`src/rtl/imem_loader.sv`:
```
// imem_loader: fills the byte-addressed, big-endian instruction memory
// one 32-bit word at a time. The CPU is held in reset until a session
// ends with a last-flagged word.
//
// state    | meaning
// ---------+--------------------------------------------------
// S_IDLE   | no session active, CPU held
// S_ACCEPT | waiting for the next word (ready only if room left)
// S_WRITE  | streaming the latched word out, byte bi_q = 0..3
// S_DONE   | session completed, CPU released
// S_ERR    | word offered with memory full, session aborted
module imem_loader #(
    parameter int DEPTH  = 512,
    parameter int ADDR_W = 9,
    parameter int CNT_W  = 8
) (
    input  logic              Clk,
    input  logic              reset,
    input  logic              start_i,
    input  logic              in_valid_i,
    input  logic [31:0]       in_word_i,
    input  logic              in_last_i,
    output logic              in_ready_o,
    output logic              mem_we_o,
    output logic [ADDR_W-1:0] mem_addr_o,
    output logic [7:0]        mem_data_o,
    output logic              cpu_hold_o,
    output logic              done_o,
    output logic              overflow_o,
    output logic [CNT_W-1:0]  word_count_o
);
    // One extra bit so the pointer can sit at DEPTH once memory is full.
    localparam int PTR_W = ADDR_W + 1;
    localparam logic [PTR_W-1:0] PTR_LIMIT = PTR_W'(DEPTH - 4);

    typedef enum logic [2:0] {
        S_IDLE,
        S_ACCEPT,
        S_WRITE,
        S_DONE,
        S_ERR
    } state_t;

    state_t           state_q, state_d;
    logic [PTR_W-1:0] ptr_q, ptr_d;
    logic [1:0]       bi_q, bi_d;
    logic [31:0]      word_q, word_d;
    logic             last_q, last_d;
    logic [CNT_W-1:0] count_q, count_d;
    logic             room;

    assign room         = (ptr_q <= PTR_LIMIT);
    assign word_count_o = count_q;

    // State and datapath registers, synchronous reset.
    always_ff @(posedge Clk) begin
        if (reset) begin
            state_q <= S_IDLE;
            ptr_q   <= '0;
            bi_q    <= '0;
            word_q  <= '0;
            last_q  <= 1'b0;
            count_q <= '0;
        end else begin
            state_q <= state_d;
            ptr_q   <= ptr_d;
            bi_q    <= bi_d;
            word_q  <= word_d;
            last_q  <= last_d;
            count_q <= count_d;
        end
    end

    // Next-state logic and Moore/handshake outputs.
    always_comb begin
        state_d    = state_q;
        ptr_d      = ptr_q;
        bi_d       = bi_q;
        word_d     = word_q;
        last_d     = last_q;
        count_d    = count_q;
        in_ready_o = 1'b0;
        mem_we_o   = 1'b0;
        mem_addr_o = '0;
        mem_data_o = '0;
        cpu_hold_o = 1'b1;
        done_o     = 1'b0;
        overflow_o = 1'b0;

        case (state_q)
            S_IDLE, S_DONE, S_ERR: begin
                done_o     = (state_q == S_DONE);
                cpu_hold_o = (state_q != S_DONE);
                overflow_o = (state_q == S_ERR);
                // Every new session starts from address 0 with a fresh count.
                if (start_i) begin
                    state_d = S_ACCEPT;
                    ptr_d   = '0;
                    count_d = '0;
                end
            end
            S_ACCEPT: begin
                in_ready_o = room;
                if (in_valid_i) begin
                    if (room) begin
                        word_d  = in_word_i;
                        last_d  = in_last_i;
                        bi_d    = 2'd0;
                        state_d = S_WRITE;
                    end else begin
                        state_d = S_ERR;
                    end
                end
            end
            S_WRITE: begin
                mem_we_o   = 1'b1;
                mem_addr_o = ptr_q[ADDR_W-1:0] + ADDR_W'(bi_q);
                // Big-endian: byte 0 of the word is its most significant byte.
                case (bi_q)
                    2'd0:    mem_data_o = word_q[31:24];
                    2'd1:    mem_data_o = word_q[23:16];
                    2'd2:    mem_data_o = word_q[15:8];
                    default: mem_data_o = word_q[7:0];
                endcase
                if (bi_q != 2'd3) begin
                    bi_d = bi_q + 2'd1;
                end else begin
                    ptr_d   = ptr_q + PTR_W'(4);
                    count_d = count_q + CNT_W'(1);
                    state_d = last_q ? S_DONE : S_ACCEPT;
                end
            end
            default: state_d = S_IDLE;
        endcase
    end
endmodule

```
`config.mk`:
```
export PLATFORM = sky130hd
export DESIGN_NAME = imem_loader
export DESIGN_NICKNAME = d
export VERILOG_FILES = /design/src/rtl/imem_loader.sv
export SDC_FILE = /design/constraint.sdc
export NUM_CORES = 1
export LEC_CHECK = 0
export ABC_AREA = 1
export ABC_CLOCK_PERIOD_IN_PS = 4000
export CAP_MARGIN = 30
export CORE_UTILIZATION = 53
export DETAILED_ROUTE_END_ITERATION = 10
export PLACE_DENSITY = 0.85
export SYNTH_ARGS = -nofsm -noshare
export SYNTH_HDL_FRONTEND = slang
export SYNTH_SLANG_ARGS = --single-unit
```
`constraint.sdc`:
```
create_clock -name Clk -period 4 [get_ports Clk]
set_input_delay 0.6 -clock Clk [delete_from_list [all_inputs] [get_ports Clk]]
set_output_delay 0.6 -clock Clk [all_outputs]
set_load 0.03 [all_outputs]
```
==> results.toml <==
[die]
die_h_um = 74.6
start_util_pct = 55.0
io_pins = 67
die_w_um = 74.6
die_area_sq_um = 5560
design.core.area_sq_um = 5070
num_rows = 26

[clock_tree]
h-tree-depth = 2
cts_buffer_depth = 2
cts_root_buf = "clkbuf_8"
cts_buffers = 5
worstSkewPairLatency_ns = 0.31
cts_sinks = 54
cts_resized = 0
hold_buffers = 0
cts_tree = "built"
cts.clk_slew.worst_paths_ns = 0.09
post_cts_buffers = 0

[global_route]
antenna_found_initial = 0
grt_overflow = 0
grt_usage_pct = 25.3
grt_max_degree = 43
grt_pass1_wl_um = 10800
grt_pass1_vias = 2446

[route]
drt_pass1_iterations = 4
via_per_inst = 5.34
wl_per_cell_um = 13.0
ant_nets = 0
wirelength_um = 6730
drt_iter0_markers = 117
vias = 2769
drc_errors = 0

[timing]
finalHoldViolCount = 0
hold_ws_ns = 0.471
timing.fmax_ghz = 0.329
tightest_slew_ns = 0.489
tns_ns = 0
final_max_slew_viol_count = 0
finalClockSkew_ns = 0.00878
rsz0062_at_grt = "false"
post-route-period-util_pct = 76.1
max_slew_margin_pct = 67.3
setup_viol = 0
period_minus_slack_ns = 3.04

[worst_hold_path]
holdCritPathClass = "flop to flop"
min_from = "word_q[22]"
holdPathStages = 2

[power]
seq_power_share_pct = 49.5
comb_power_share_pct = 26.2
sw_frac_of_total_pct = 33.6
peakVddDrop_v = 0.000223
leakage_nw = 1.25
p_int_mw = 0.809
clkPwrFrac_pct = 24.3
power.density_nw_per_um2 = 350
netSwitchingPower_mw = 0.409

[worst_setup_path]
critPathMaxFanout = 17
r2r_start = "bi_q[1]"
start_kind = "flop"
setup.worst_path.start = "state_q[1]"
crit_required_ns = 3.40
crit_type = "flop to output port"
cp_data_arrival_time_ns = 2.44
endpoint_kind = "output port"
r2r_cells = 7

[outcome]
status = "completed"

[synthesis]
postSynthCellCount = 398
yosysUniqueCellTypes = 29
synth-edff-count = 0
yosysWarnings = 0
synthesis.nets = 442
async_reset_ff_share_pct = 0
syn_area_sq_um = 2790
syn_avg_cell_area_sq_um = 7.02
seq_area_frac_synth_pct = 38.7
yosysTopAreaCellShare_pct = 38.7
yosys_most_used_dff = "dfxtp_1"
synth_top_area_cell = "dfxtp_1"
ys_ff_latch = 54
synth_area_leaders = "dfxtp_1 39%, nand2_1 12%, nand3_1 10%"

[cells_and_area]
final_util_pct = 68.6
num-nets-final = 493
area_growth_pct = 24.6
final_cells = 519
final_common_cell = "nand2_1"
final_cell_mix = "91 x nand2_1, 66 x clkdlybuf4s50_1, 56 x nand3_1, 54 x dfxtp_1, 53 x a21oi_1"
multi_input_area_sq_um = 1430
antenna_cells = 0
layout-drive-gt1-share_pct = 5.35
num-fill-cells = 473
stdcell_area_sq_um = 3480
regArea_sq_um = 1080

[placed_design]
dpl.cell_count = 512
placed_area_sq_um = 3400
dp_hpwl_um = 4790
io_buffers = 66
place_congestion = 0.821

[flow_run]
maxCapViolCount = 0
-- per-layer routing --
layer | GRT usage (%) | routed length (um)
met3 | 5.01 | 334
met5 | 0 | 0
met4 | 9.43 | 111
met1 | 31.4 | 2860
met2 | 43.2 | 3420
-- worst paths after layout --
check | to | slack, ns
setup / recovery | mem_data_o[2] | 0.96
hold / removal | word_q[22] | 0.47
setup reg to reg | word_count_o[2] | 2.08
hold reg to reg | word_q[22] | 0.47
-- power groups by stage --
stage	Combinational (mW)	Clock, mW	Sequential [mW]
final	0.319	0.296	0.603
after global placement	0.312	0	0.613
after global routing	0.356	0.325	0.607
after CTS	0.320	0.303	0.603
after floorplan	0.243	0	0.610
after detailed placement	0.318	0	0.615
-- synthesized netlist by cell type, types with 2 or more instances --
| library cell | n |
|---|---|
| nand2_1 | 91 |
| nand3_1 | 56 |
| dfxtp_1 | 54 |
| a21oi_1 | 53 |
| nor2_1 | 41 |
| inv_1 | 24 |
| clkbuf_1 | 9 |
| o21ai_0 | 9 |
| a22o_1 | 8 |
| ha_1 | 7 |
| buf_6 | 6 |
| buf_4 | 5 |
| inv_2 | 5 |
| nor3_1 | 5 |
| o21ai_1 | 5 |
| buf_2 | 3 |
| nand3_2 | 2 |
| nand3_4 | 2 |
| nor2_2 | 2 |
| xor2_1 | 2 |
-- final cells by class --
class | count | area share [%]
sequential | 54 | 31.1
inverter | 31 | 3.45
multi-input combinational | 289 | 41.2
timing repair buffer | 68 | 19.4
clock buffer | 5 | 1.98
tap | 70 | 2.52
clock inverter | 2 | 0.395
-- worst max-delay path, cell delays in order, from the launching register on --
cell and delay [ns]:
dfxtp_1 0.39, inv_2 0.08, nor2_2 0.11, nand2_1 0.26
inv_2 0.34, nand3_1 0.11, o21ai_0 0.13, clkdlybuf4s50_1 0.72
-- stage by stage --
step                power [mW]  worst slack (ns)
floorplan                0.853              1.71
global placement         0.924              1.35
detailed placement       0.934              1.33
CTS                       1.23             0.975
global route              1.29             0.748
finish                    1.22             0.957
-- logic make-up after synthesis --
logic type	count (synthesis)	share of synthesized area [%]
AO/OA/AOI/OAI	75	14.5
buffers and inverters	55	9.95
flip-flops	54	38.7
AND/OR/NAND/NOR	205	33.1
adder cells (fa/ha/maj)	7	3.14
XOR/XNOR	2	0.627
-- registers in the layout, indices dropped and copies added (netlist names) --
signal / cells
bi_q: 2
last_q: 1
ptr_q: 8
state_q: 3
word_count_o: 8
word_q: 32
(Power assumes the default switching activity.)
